### src/rtl/ir_pkg.sv
// Shared definitions for the NEC IR decoder: FSM state encoding and the
// tick windows used to classify mark/space durations.
package ir_pkg;

    typedef enum logic [2:0] {
        ST_IDLE,
        ST_LEAD_MARK,
        ST_LEAD_SPACE,
        ST_BIT_MARK,
        ST_BIT_SPACE,
        ST_TRAIL
    } ir_state_e;

    localparam logic [7:0] LEAD_MARK_MIN    = 8'd140;
    localparam logic [7:0] LEAD_MARK_MAX    = 8'd180;
    localparam logic [7:0] LEAD_SPACE_MIN   = 8'd70;
    localparam logic [7:0] LEAD_SPACE_MAX   = 8'd90;
    localparam logic [7:0] REPEAT_SPACE_MIN = 8'd30;
    localparam logic [7:0] REPEAT_SPACE_MAX = 8'd50;
    localparam logic [7:0] BIT_MARK_MIN     = 8'd6;
    localparam logic [7:0] BIT_MARK_MAX     = 8'd14;
    localparam logic [7:0] ZERO_SPACE_MIN   = 8'd6;
    localparam logic [7:0] ZERO_SPACE_MAX   = 8'd14;
    localparam logic [7:0] ONE_SPACE_MIN    = 8'd24;
    localparam logic [7:0] ONE_SPACE_MAX    = 8'd36;
    localparam logic [7:0] DUR_SAT          = 8'd255;

    function automatic logic in_window(input logic [7:0] d,
                                       input logic [7:0] lo,
                                       input logic [7:0] hi);
        return (d >= lo) && (d <= hi);
    endfunction

endpackage

### src/rtl/nec_pulse_timer.sv
// Synchronises the IR pin, detects edges and measures the interval since the
// previous edge in ticks (saturating at 255).
module nec_pulse_timer
    import ir_pkg::*;
#(
    parameter int unsigned TICK_CYCLES = 4177
) (
    input  logic       clk_i,
    input  logic       rst_i,
    input  logic       ir_i,
    output logic       rise_o,
    output logic       fall_o,
    output logic [7:0] duration_o,
    output logic       sat_o
);

    localparam int unsigned PW = (TICK_CYCLES > 1) ? $clog2(TICK_CYCLES) : 1;
    localparam logic [PW-1:0] TICK_LAST = PW'(TICK_CYCLES - 1);

    logic          sync1_q, sync2_q, sync3_q;
    logic [PW-1:0] pre_q, pre_d;
    logic [7:0]    cnt_q, cnt_d, cnt_inc;
    logic          rise_q, fall_q;
    logic [7:0]    dur_q;
    logic          edge_rise, edge_fall, tick;

    assign edge_fall = sync3_q & ~sync2_q;
    assign edge_rise = ~sync3_q & sync2_q;
    assign tick      = (pre_q == TICK_LAST);

    // The reported duration includes this cycle's increment, so an edge that
    // coincides with saturation is reported as 255.
    always_comb begin
        cnt_inc = (tick && (cnt_q != DUR_SAT)) ? cnt_q + 8'd1 : cnt_q;
        pre_d   = tick ? '0 : pre_q + PW'(1);
        cnt_d   = cnt_inc;
        if (edge_fall || edge_rise) begin
            pre_d = '0;
            cnt_d = '0;
        end
    end

    always_ff @(posedge clk_i or posedge rst_i) begin
        if (rst_i) begin
            sync1_q <= 1'b1;
            sync2_q <= 1'b1;
            sync3_q <= 1'b1;
            pre_q   <= '0;
            cnt_q   <= '0;
            rise_q  <= 1'b0;
            fall_q  <= 1'b0;
            dur_q   <= '0;
        end else begin
            sync1_q <= ir_i;
            sync2_q <= sync1_q;
            sync3_q <= sync2_q;
            pre_q   <= pre_d;
            cnt_q   <= cnt_d;
            rise_q  <= edge_rise;
            fall_q  <= edge_fall;
            if (edge_fall || edge_rise) begin
                dur_q <= cnt_inc;
            end
        end
    end

    assign rise_o     = rise_q;
    assign fall_o     = fall_q;
    assign duration_o = dur_q;
    assign sat_o      = (cnt_q == DUR_SAT);

endmodule

### src/rtl/nec_ir_decoder.sv
// NEC infrared frame decoder: classifies mark/space durations from the pulse
// timer and assembles 32-bit frames, repeat codes and error indications.
module nec_ir_decoder
    import ir_pkg::*;
#(
    parameter int unsigned TICK_CYCLES = 4177
) (
    input  logic        clk_in,
    input  logic        rst_in,
    input  logic        ir_rx_in,
    output logic [31:0] code_out,
    output logic        valid_out,
    output logic        repeat_out,
    output logic        error_out,
    output logic        busy_out
);

    logic       rise, fall, sat;
    logic [7:0] duration;

    nec_pulse_timer #(
        .TICK_CYCLES(TICK_CYCLES)
    ) u_timer (
        .clk_i     (clk_in),
        .rst_i     (rst_in),
        .ir_i      (ir_rx_in),
        .rise_o    (rise),
        .fall_o    (fall),
        .duration_o(duration),
        .sat_o     (sat)
    );

    ir_state_e   state_q;
    logic [31:0] shift_q, shift_d;
    logic [4:0]  bit_cnt_q;
    logic [31:0] code_q;
    logic        valid_q, repeat_q, error_q;

    logic lead_mark_ok, lead_space_ok, repeat_space_ok, bit_mark_ok;
    logic zero_ok, one_ok, frame_ok;

    always_comb begin
        lead_mark_ok    = in_window(duration, LEAD_MARK_MIN, LEAD_MARK_MAX);
        lead_space_ok   = in_window(duration, LEAD_SPACE_MIN, LEAD_SPACE_MAX);
        repeat_space_ok = in_window(duration, REPEAT_SPACE_MIN, REPEAT_SPACE_MAX);
        bit_mark_ok     = in_window(duration, BIT_MARK_MIN, BIT_MARK_MAX);
        zero_ok         = in_window(duration, ZERO_SPACE_MIN, ZERO_SPACE_MAX);
        one_ok          = in_window(duration, ONE_SPACE_MIN, ONE_SPACE_MAX);
        shift_d         = {shift_q[30:0], one_ok};
        frame_ok        = (shift_d[15:8] == ~shift_d[7:0]);
    end

    always_ff @(posedge clk_in or posedge rst_in) begin
        if (rst_in) begin
            state_q   <= ST_IDLE;
            shift_q   <= '0;
            bit_cnt_q <= '0;
            code_q    <= '0;
            valid_q   <= 1'b0;
            repeat_q  <= 1'b0;
            error_q   <= 1'b0;
        end else begin
            valid_q  <= 1'b0;
            repeat_q <= 1'b0;
            error_q  <= 1'b0;
            case (state_q)
                ST_IDLE: begin
                    if (fall) state_q <= ST_LEAD_MARK;
                end
                ST_LEAD_MARK: begin
                    if (rise && lead_mark_ok) begin
                        state_q <= ST_LEAD_SPACE;
                    end else if (rise || sat) begin
                        error_q <= 1'b1;
                        state_q <= ST_IDLE;
                    end
                end
                ST_LEAD_SPACE: begin
                    if (fall && lead_space_ok) begin
                        bit_cnt_q <= '0;
                        state_q   <= ST_BIT_MARK;
                    end else if (fall && repeat_space_ok) begin
                        repeat_q <= 1'b1;
                        state_q  <= ST_TRAIL;
                    end else if (fall || sat) begin
                        error_q <= 1'b1;
                        state_q <= ST_IDLE;
                    end
                end
                ST_BIT_MARK: begin
                    if (rise && bit_mark_ok) begin
                        state_q <= ST_BIT_SPACE;
                    end else if (rise || sat) begin
                        error_q <= 1'b1;
                        state_q <= ST_IDLE;
                    end
                end
                ST_BIT_SPACE: begin
                    if (fall && (zero_ok || one_ok)) begin
                        shift_q <= shift_d;
                        if (bit_cnt_q == 5'd31) begin
                            if (frame_ok) begin
                                code_q  <= shift_d;
                                valid_q <= 1'b1;
                            end else begin
                                error_q <= 1'b1;
                            end
                            state_q <= ST_TRAIL;
                        end else begin
                            bit_cnt_q <= bit_cnt_q + 5'd1;
                            state_q   <= ST_BIT_MARK;
                        end
                    end else if (fall || sat) begin
                        error_q <= 1'b1;
                        state_q <= ST_IDLE;
                    end
                end
                ST_TRAIL: begin
                    if (rise || sat) state_q <= ST_IDLE;
                end
                default: state_q <= ST_IDLE;
            endcase
        end
    end

    assign code_out   = code_q;
    assign valid_out  = valid_q;
    assign repeat_out = repeat_q;
    assign error_out  = error_q;
    assign busy_out   = (state_q != ST_IDLE);

endmodule

### config.mk
export PLATFORM = sky130hd
export DESIGN_NAME = nec_ir_decoder
export DESIGN_NICKNAME = d
export VERILOG_FILES = /design/src/rtl/ir_pkg.sv /design/src/rtl/nec_pulse_timer.sv /design/src/rtl/nec_ir_decoder.sv
export SDC_FILE = /design/constraint.sdc
export NUM_CORES = 1
export LEC_CHECK = 0
export ABC_AREA = 1
export ABC_CLOCK_PERIOD_IN_PS = 3100
export CAP_MARGIN = 20
export CELL_PAD_IN_SITES_DETAIL_PLACEMENT = 0
export CELL_PAD_IN_SITES_GLOBAL_PLACEMENT = 1
export CORE_MARGIN = 4
export CORE_UTILIZATION = 40
export CTS_BUF_LIST = sky130_fd_sc_hd__clkbuf_4 sky130_fd_sc_hd__clkbuf_8
export DETAILED_ROUTE_END_ITERATION = 8
export DONT_BUFFER_PORTS = 1
export HOLD_SLACK_MARGIN = 0.12
export PLACE_DENSITY = 0.71
export SYNTH_ARGS = -nofsm -noshare
export SYNTH_HDL_FRONTEND = slang
export SYNTH_SLANG_ARGS = --single-unit
export TNS_END_PERCENT = 30
### constraint.sdc
create_clock -name clk_in -period 3.1 [get_ports clk_in]
set_input_delay 0.155 -clock clk_in [delete_from_list [all_inputs] [get_ports clk_in]]
set_output_delay 0.155 -clock clk_in [all_outputs]
set_load 0.05 [all_outputs]
==> results of run 1 <==
[flip-flops by register name (all words and copies together) (netlist names)]
signal	count
u_timer.fall_o	1
u_timer.sync2_q	1
error_out	1
state_q	3
valid_out	1
u_timer.rise_o	1
u_timer.sync1_q	1
u_timer.duration_o	8
u_timer.cnt_q	8
bit_cnt_q	5
code_out	32
shift_q	31
repeat_out	1
u_timer.sync3_q	1
u_timer.pre_q	13
[power breakdown]
part / leakage (nW) / total (mW) / switching (mW) / internal [mW]
Sequential: 1.49 / 1.46 / 0.0297 / 1.43
Combinational: 1.18 / 0.229 / 0.165 / 0.0635
Clock: 0.0885 / 0.790 / 0.477 / 0.313
[cell type report]
type	instances	area (µm²)
Tap cell	168	210.2
Clock inverter	6	38.79
Fill cell	1246	6780
Sequential cell	108	2706
Inverter	54	205.2
Multi-Input combinational cell	421	2013
Clock buffer	10	137.6
Timing Repair Buffer	7	70.07
[worst min path at each step]
stage             start                   endpoint  slack, ps  depth (start not counted)
2_1_floorplan  ir_rx_in  u_timer.sync1_q$_DFF_PP1_        160                          0
3_3_place_gp   ir_rx_in  u_timer.sync1_q$_DFF_PP1_        160                          0
3_5_place_dp   ir_rx_in  u_timer.sync1_q$_DFF_PP1_        160                          0
4_1_cts        ir_rx_in  u_timer.sync1_q$_DFF_PP1_        300                          1
5_1_grt        ir_rx_in  u_timer.sync1_q$_DFF_PP1_        290                          1
6_report       ir_rx_in  u_timer.sync1_q$_DFF_PP1_        320                          1
[routing by layer]
layer  up-vias  routed length [µm]  GRT usage [%]
met1      1773                4906          18.99
met3         6                 396          4.618
met4         0                  55          3.221
met5         -                   0              0
met2        55                4928          24.45
li1       1909                   -              -
[cell usage in the layout, fill, tap and decap left out]
master | netlist | routed
clkinv_2 | 0 | 3
inv_4 | 0 | 1
inv_6 | 0 | 1
o21bai_1 | 1 | 1
nand4_2 | 1 | 1
buf_4 | 3 | 4
or2_2 | 1 | 1
nand3_2 | 1 | 1
o22ai_1 | 1 | 1
nand3_1 | 32 | 32
clkbuf_8 | 0 | 10
dlygate4sd3_1 | 0 | 2
nand2_1 | 217 | 217
o21ai_0 | 56 | 56
a21oi_1 | 10 | 10
a31oi_1 | 3 | 3
inv_1 | 50 | 49
inv_2 | 4 | 4
clkinvlp_4 | 0 | 2
dfstp_2 | 3 | 3
nor4_1 | 1 | 1
buf_12 | 0 | 1
nand2_4 | 2 | 2
nand2_2 | 3 | 3
nand3_4 | 1 | 1
nand4_4 | 1 | 1
nor3_1 | 12 | 12
nor3b_1 | 1 | 1
xnor2_1 | 5 | 5
nor2_4 | 4 | 4
and2_1 | 2 | 2
dfrtp_1 | 105 | 105
ha_1 | 7 | 7
nor2_1 | 36 | 36
nand4_1 | 10 | 10
o21ai_1 | 2 | 2
xor2_1 | 11 | 11
[repair_timing]
item                                    CTS  global route
hold endpoints to repair                106             0
hold buffers                              2             0
endpoints found under the setup margin    0             0
[kinds of logic (layout without fill, tap and decap cells)]
family | after synthesis | in the layout
buf+inv | 71 | 77
flops | 108 | 108
xor+xnor | 16 | 16
fa+ha+maj | 7 | 7
simple gates | 325 | 325
compound gates | 73 | 73
==> impl_metrics.tcl, run 1 <==
set metrics [dict create \
    die_width_um 120.1 \
    cts_buffers 9 \
    yosys-top-cells-area "dfrtp_1, nand2_1, o21ai_0" \
    slew_headroom_pct 51.25 \
    path_clk_slew_ps 100 \
    area_growth_pct 7.123 \
    synth_top_area_cell "dfrtp_1" \
    critical-path-slowest-cell "nor2_4" \
    cp.arrival_ps 2390 \
    rsz0062_at_grt "no" \
    antenna_found_initial 0 \
    async_flop_share_pct 100.0 \
    setup_ws_ps 1025 \
    pre_cts_ws_ps 1017 \
    grt_pass1_vias 3655 \
    r2r_cells 12 \
    synth_top_family_by_area "simple AND/OR/NAND/NOR gates" \
    period_share_pct 66.93 \
    maxCapViolCount 0 \
    crit_chain "inv_2 > nand2_1 > nor2_1 > nand2_1 > nand2_2 > nand2_4 > nand2_4 > nand2_1 > nor2_4 > buf_4 > nand2_1 > nand2_1" \
    synthMuxAreaShare_pct 0 \
    cts_max_level 3 \
    period_needed_ps 2075 \
    status "complete, no violations" \
    global_route.usage.total_pct 14.74 \
    via_per_inst 4.836 \
    initial_core_util_pct 41.31 \
    seq_area_frac_synth_pct 53.87 \
    dieArea_um2 14420 \
    worstSetupEndpointType "flip-flop" \
    clock_path_buffers 2 \
    root_buffer "clkbuf_8" \
    worst_setup_path_start_kind "flip-flop" \
    powerDensity_nw_per_um2 461.1 \
    cts_tree "done" \
    antenna_cells 0 \
    worst_pin_slew_ps 729.6 \
    num_vias 3743 \
    drtIter0Drc 347 \
    critical_path.startpoint "u_timer.duration_o[3]$_DFFE_PP0N_" \
    place_congestion 0.8083 \
    path_max_fanout 27 \
    grt_max_degree 109 \
    path_class "flip-flop to flip-flop" \
    post-dp-hpwl_mm 6.882 \
    yosys.area.top_type_share_pct 52.30 \
    cp.required_ps 3410 \
    final_max_slew_viol_count 0 \
    drive_gt1_share_pct 7.096 \
    worstSkewPairLatency_ps 380 \
    finalHoldWorstSlack_ps 320.6 \
    critPathBufInv 2 \
    synth_xor_area_share_pct 2.790 \
    wl_per_cell_um 13.29 \
    cpPeakStageDelay_ps 490 \
    fin_cells 774 \
    first_pass_iters 4 \
    io_pins 39 \
    hold_viol 0 \
    hold_path_class "input port to flip-flop" \
    final_area_um2 5381 \
    ys_warn_count 0 \
    dp_cells 756 \
    fin_nets 611 \
    die_h_um 120.1 \
    synth_seq_cells 108 \
    portBuffers 0 \
    synth_compound_area_share_pct 7.422 \
    peakVddDrop_mv 0.2012 \
    syn_area_um2 5024 \
    r2r_slack_ps 1030 \
    place_area_um2 5185 \
    num_rows 40 \
    cts_num_sinks 108 \
    core_um2 12160 \
    regToRegEndpoint "shift_q[5]$_DFFE_PP0P_" \
    worstSetupEndpoint "shift_q[5]$_DFFE_PP0P_" \
    ys_types 34 \
    synth-edff-count 0 \
    crit_family "simple AND/OR/NAND/NOR gates" \
    grt_overflow_total 0 \
    final-setup-viol-count 0 \
    grt_pass1_wl_mm 17.24 \
    synth_fp_nets 610 \
    setup_tns_ps 0 \
    drc 0 \
    leakage_nw 2.757 \
    synth_top_flop_cell "dfrtp_1" \
    post-cts-setup-buffers 0 \
    finalCoreUtilization_pct 44.25 \
    cts-resized-gates 0 \
    synth_fa_ha_area_share_pct 1.743 \
    yosys.area_share.simple_pct 28.12 \
    finalPower_mw 2.481 \
    synthCells 600 \
    r2r_start "u_timer.duration_o[3]$_DFFE_PP0N_" \
    yosys.cell_count.top_type "nand2_1" \
    path_depth 12 \
    cp_common_cell "nand2_1" \
    synth.top_cells.by_count "nand2_1, dfrtp_1, o21ai_0" \
    timing.fmax_mhz 482.0 \
    avgSynthCellArea_um2 8.373 \
    final.setup_skew_ps 10.63 \
    wirelength_mm 10.29 \
    ant_nets 0 \
]
(Power assumes the default switching activity.)
==> run 2: changes to the inputs <==
Settings changed: ABC_AREA 1 to 0, ABC_CLOCK_PERIOD_IN_PS 3100 to 1800, PLACE_DENSITY 0.71 to 0.66.
Clock period 3.1 ns to 1.8 ns, I/O delays scaled along.
==> impl_metrics.tcl, run 2 <==
set metrics [dict create \
    worstSkewPairLatency_ps 390 \
    layout_commonest_cell "dfrtp_1" \
    hold_path_class "input port to asynchronous set/reset pin" \
    cp.required_ps 2080 \
    cts_num_sinks 108 \
    cts_tree "done" \
    finalCoreUtilization_pct 51.85 \
    setup_ws_ps -252.8 \
    path_clk_slew_ps 110 \
    path_class "flip-flop to flip-flop" \
    num_vias 3283 \
    root_buffer "clkbuf_8" \
    path_max_fanout 22 \
    portBuffers 0 \
    final_area_um2 6254 \
    first_pass_iters 6 \
    cts_buffers 9 \
    final-setup-viol-count 48 \
    synth_fp_nets 406 \
    rsz0062_at_grt "yes" \
    drtIter0Drc 157 \
    violations "negative setup slack" \
    die_width_um 119.2 \
    crit_chain "nor3b_4 > buf_4 > and4_4 > nand3_2 > a21oi_4 > buf_12 > mux2_2" \
    wl_per_cell_um 15.44 \
    worstSetupEndpointType "flip-flop" \
    ys_warn_count 0 \
    synth.top_cells.by_count "dfrtp_1, mux2_2, nor2_1" \
    period_needed_ps 2053 \
    ant_nets 0 \
    ys_types 57 \
    dieArea_um2 14200 \
    fin_nets 492 \
    place_congestion 0.8698 \
    pre_cts_ws_ps -325.8 \
    grt_pass1_wl_mm 17.07 \
    yosys.cell_count.top_type "dfrtp_1" \
    area_growth_pct 26.50 \
    p_clk_share_pct 33.1 \
    leakage_nw 3.030 \
    period_share_pct 114.0 \
    dp_cells 636 \
    clock_path_buffers 2 \
    wirelength_mm 10.12 \
    setup_tns_ps -8296 \
    place_area_um2 5793 \
    initial_core_util_pct 40.99 \
    critical-path-slowest-cell "dfrtp_1" \
    synth_seq_cells 108 \
    antenna_cells 0 \
    worst_setup_path_start_kind "flip-flop" \
    io_pins 39 \
    p_int_mw 3.196 \
    grt_pass1_vias 3435 \
    cts_max_level 3 \
    cp.arrival_ps 2330 \
    avgSynthCellArea_um2 12.48 \
    switchingPower_mw 1.147 \
    fill_cells 1087 \
    power_frac_comb_pct 9.5 \
    peakVddDrop_mv 0.3409 \
    fin_cells 655 \
    drive_gt1_share_pct 46.20 \
    cpPeakStageDelay_ps 430 \
    via_per_inst 5.012 \
    num_rows 40 \
    status "finished, violations left" \
    swShare_pct 26.41 \
    grt_overflow_total 0 \
    layout_common_cells "dfrtp_1, buf_4, mux2_2" \
    synth_top_flop_cell "dfrtp_1" \
    antenna_found_initial 0 \
    die_h_um 119.2 \
    worst_pin_slew_ps 590.2 \
    core_um2 12060 \
    timing.fmax_mhz 487.1 \
    yosys.area.top_type_share_pct 53.15 \
    seq_area_frac_synth_pct 54.75 \
    final.setup_skew_ps 9.621 \
    yosys-top-cells-area "dfrtp_1, mux2_2, xor2_1" \
    drc 0 \
    synthCells 396 \
    async_flop_share_pct 100.0 \
    grt_max_degree 42 \
    seqPwrFrac_pct 57.4 \
    final_max_slew_viol_count 0 \
    synth_top_area_cell "dfrtp_1" \
    synth-edff-count 0 \
    powerDensity_nw_per_um2 694.6 \
    hold_viol 0 \
    global_route.usage.total_pct 14.95 \
    syn_area_um2 4943 \
    maxCapViolCount 0 \
    slew_headroom_pct 60.57 \
    post-dp-hpwl_mm 7.268 \
    largest_reg_flops 32 \
]
-- run 2: cell count changes in the layout (fill, tap and decap cells not counted), moves of 8 or more --
cell,before,now
buf_4,4,80
o21ai_0,56,3
nand2_1,217,14
nor2_1,36,20
nand3_1,32,12
and3_1,0,9
buf_6,0,8
nor3_1,12,2
inv_1,49,10
nand4_1,10,2
mux2_2,0,66
-- run 2: worst max-delay path: cells and delay by family (launching register included) --
family	cells	cell delay [ps]
compound gates	1	190
flops	1	430
simple gates	3	620
mux	1	350
buf+inv	2	330
-- run 2: layout make-up --
type                            count  area [µm²]  share of cell area, %
Multi-Input combinational cell    256        2291                  36.63
Inverter                           12       48.80                 0.7803
Tap cell                          168       210.2                  3.361
Clock inverter                      6       46.29                 0.7403
Sequential cell                   108        2709                  43.32
Clock buffer                       10       137.6                  2.201
Timing Repair Buffer               95       810.8                  12.97
-- run 2: cell families (layout without fill, tap and decap cells) --
kind of cell	count (synthesis)	count (layout)	share of synthesized area, %
adders and majority gates	7	7	1.772
AOI/OAI and AO/OA	39	39	5.923
DFF	108	108	54.75
muxes	73	73	16.55
xor gates and xnor gates	25	25	4.429
buffers and inverters	32	123	3.290
and+or+nand+nor	112	112	13.29
-- run 2: what timing repair did --
| item | in CTS | in global routing |
|---|---|---|
| setup buffers | 0 | 1 |
| hold buffers | 2 | 0 |
| pin swaps | 8 | 14 |
| endpoints found under the hold margin | 109 | 0 |
| gates resized for setup | 26 | 33 |
| endpoints found under the setup margin | 88 | 100 |
-- run 2: power by group through the flow --
stage | clock [mW] | sequential [mW] | combinational [mW]
after floorplan | 0 | 2.53 | 0.229
after global placement | 0 | 2.53 | 0.371
after detailed placement | 0 | 2.53 | 0.375
after CTS | 1.50 | 2.49 | 0.399
after global routing | 1.59 | 2.50 | 0.457
final | 1.44 | 2.49 | 0.413
-- run 2: routing by layer --
| metal | up-vias | wire length, µm | GRT usage, % |
|---|---|---|---|
| li1 | 1587 | - | - |
| met1 | 1641 | 4688 | 19.28 |
| met2 | 39 | 4932 | 24.16 |
| met3 | 16 | 253 | 2.802 |
| met4 | 0 | 242 | 7.314 |
| met5 | - | 0 | 0 |
-- run 2: metrics by stage --
step	hold WS, ps	power [mW]
floorplan	94.48	2.763
global placement	54.86	2.906
detailed placement	59.12	2.909
CTS	223.7	4.385
global route	237.8	4.543
finish	240.4	4.343
-- run 2: final timing paths --
| kind | end | slack, ps | startpoint | cells after the start |
|---|---|---|---|---|
| hold / removal | u_timer.duration_o[2]$_DFFE_PP0N_ | 240 | rst_in | 2 |
| setup reg to reg | code_out[16]$_DFFE_PP0P_ | -250 | state_q[1]$_DFFE_PP0P_ | 7 |
| max in group asynchronous | u_timer.pre_q[12]$_DFF_PP0_ | 920 | rst_in | 3 |
| hold reg to reg | u_timer.sync2_q$_DFF_PP1_ | 360 | u_timer.sync1_q$_DFF_PP1_ | 0 |
| setup / recovery | code_out[16]$_DFFE_PP0P_ | -250 | state_q[1]$_DFFE_PP0P_ | 7 |
| min in group clk_in | u_timer.sync1_q$_DFF_PP1_ | 250 | ir_rx_in | 1 |
==> run 3: changes to the inputs <==
Settings changed: REMOVE_ABC_BUFFERS from default to 1.
==> impl_metrics.tcl, run 3 (same netlist as run 2, synthesis figures left out) <==
set metrics [dict create \
    status "finished, violations left" \
    violations "negative setup slack" \
    setup_ws_ps -321.4 \
    wl_per_cell_um 15.90 \
    powerDensity_nw_per_um2 716.2 \
    grt_max_degree 44 \
    rsz0062_at_grt "yes" \
    largest_reg_flops 32 \
    portBuffers 0 \
    area_growth_pct 29.54 \
    area.sequential_um2 2708 \
    global_route.usage.total_pct 15.06 \
    antenna_cells 0 \
    worstSkewPairLatency_ps 360 \
    fill_cells 1018 \
    die_h_um 119.2 \
    core_um2 12060 \
    leakage_nw 3.088 \
    final-setup-viol-count 79 \
    hold_viol 0 \
    place_congestion 0.8458 \
    worst_setup_path_start_kind "flip-flop" \
    worstSetupEndpointType "flip-flop" \
    setup_tns_ps -12970 \
    path_clk_slew_ps 100 \
    drtIter0Drc 131 \
    peakVddDrop_mv 0.4610 \
    drive_gt1_share_pct 47.37 \
    grt_overflow_total 0 \
    timing.fmax_mhz 471.4 \
    die_width_um 119.2 \
    via_per_inst 5.006 \
    cts_buffers 9 \
    grt_pass1_wl_mm 17.32 \
    drc 0 \
    post-dp-hpwl_mm 7.221 \
    root_buffer "clkbuf_8" \
    num_rows 40 \
    period_share_pct 117.9 \
    path_class "flip-flop to flip-flop" \
    num_vias 3314 \
    hold_path_class "input port to asynchronous set/reset pin" \
    ant_nets 0 \
    io_pins 39 \
    first_pass_iters 4 \
    finalCoreUtilization_pct 53.09 \
    layout_common_cells "dfrtp_1, buf_4, mux2_2" \
    period_needed_ps 2121 \
    multi_input_area_um2 2362 \
    cts_max_level 3 \
    layout_commonest_cell "dfrtp_1" \
    cp.arrival_ps 2380 \
    worst_pin_slew_ps 533.8 \
    finalHoldWorstSlack_ps 187.8 \
    dieArea_um2 14200 \
    wirelength_mm 10.53 \
    initial_core_util_pct 40.99 \
    fin_nets 499 \
    clock_path_buffers 2 \
    cp.required_ps 2060 \
    grt_pass1_vias 3511 \
    slew_headroom_pct 64.41 \
    maxCapViolCount 0 \
    path_max_fanout 7 \
    antenna_found_initial 0 \
    final.setup_skew_ps 11.87 \
    cts_num_sinks 108 \
    final_max_slew_viol_count 0 \
    cts_tree "done" \
]
## run 3: cell count changes in the layout (fill, tap and decap cells not counted), moves of 3 or more
cell     previous run  this run
xnor2_2             0         3
mux2_2             66        62
mux2_4              3         7
buf_4              80        90
xnor2_1             9         6
nor4b_2             4         1
## run 3: final cells by class
class                   instances  share of cell area (%)
flip-flops and latches        108                   42.28
multi-input cells             256                   36.89
repair buffers                102                   13.25
well taps                     168                   3.283
clock buffers                  11                   2.267
clock inverters                 5                   1.290
inverters                      12                  0.7425
## run 3: path summary, 6_finish.rpt
check                                                          to                      start  slack, ps  depth (start not counted)
worst max-delay path                      code_out[3]$_DFFE_PP0P_     shift_q[3]$_DFFE_PP0P_       -320                          8
worst min-delay path                      shift_q[23]$_DFFE_PP0P_                     rst_in        190                          2
worst max register to register            code_out[3]$_DFFE_PP0P_     shift_q[3]$_DFFE_PP0P_       -320                          8
worst min register to register          u_timer.sync2_q$_DFF_PP1_  u_timer.sync1_q$_DFF_PP1_        360                          0
max in group asynchronous       u_timer.duration_o[5]$_DFFE_PP0N_                     rst_in        950                          3
min in group clk_in                     u_timer.sync1_q$_DFF_PP1_                   ir_rx_in        270                          1
## run 3: metrics by stage
| step | instances | instance area (µm²) | power [mW] | setup slack [ps] |
|---|---|---|---|---|
| 6_report | 662 | 6404 | 4.586 | -321.4 |
| 5_1_grt | 662 | 6404 | 4.807 | -408.4 |
| 4_1_cts | 661 | 6248 | 4.637 | -290.7 |
| 3_5_place_dp | 639 | 5789 | 2.920 | -321.9 |
| 3_3_place_gp | 639 | 5789 | 2.912 | -234.2 |
| 2_1_floorplan | 376 | 4826 | 2.754 | -1131 |
## run 3: worst max-delay path, cell delays in order, from the launching register on
cell and delay, ps:
dfrtp_1 420, xnor2_2 160, nor4_2 280, buf_4 160
nand4b_1 150, a21oi_4 220, buf_6 140, clkbuf_16 150
mux2_2 330
## run 3: what timing repair did
action	in CTS	in global routing
hold buffers	2	0
pin swaps	16	9
setup buffers	3	1
endpoints found under the setup margin	88	90
gates resized for setup	36	31
hold endpoints to repair	106	0
cloned	1	1
## run 3: report_power, final
part	switching [mW]	internal (mW)	leakage (nW)
registers	0.0330	2.46	1.49
clock network	0.814	0.844	0.117
logic	0.231	0.208	1.48
## run 3: layer usage
| layer | wire length (µm) | GRT usage (%) | vias to the layer above |
|---|---|---|---|
| met5 | 0 | 0 | - |
| met4 | 105 | 4.055 | 0 |
| met3 | 391 | 3.989 | 11 |
| met2 | 5030 | 24.44 | 38 |
| met1 | 5000 | 19.99 | 1666 |
| li1 | - | - | 1599 |
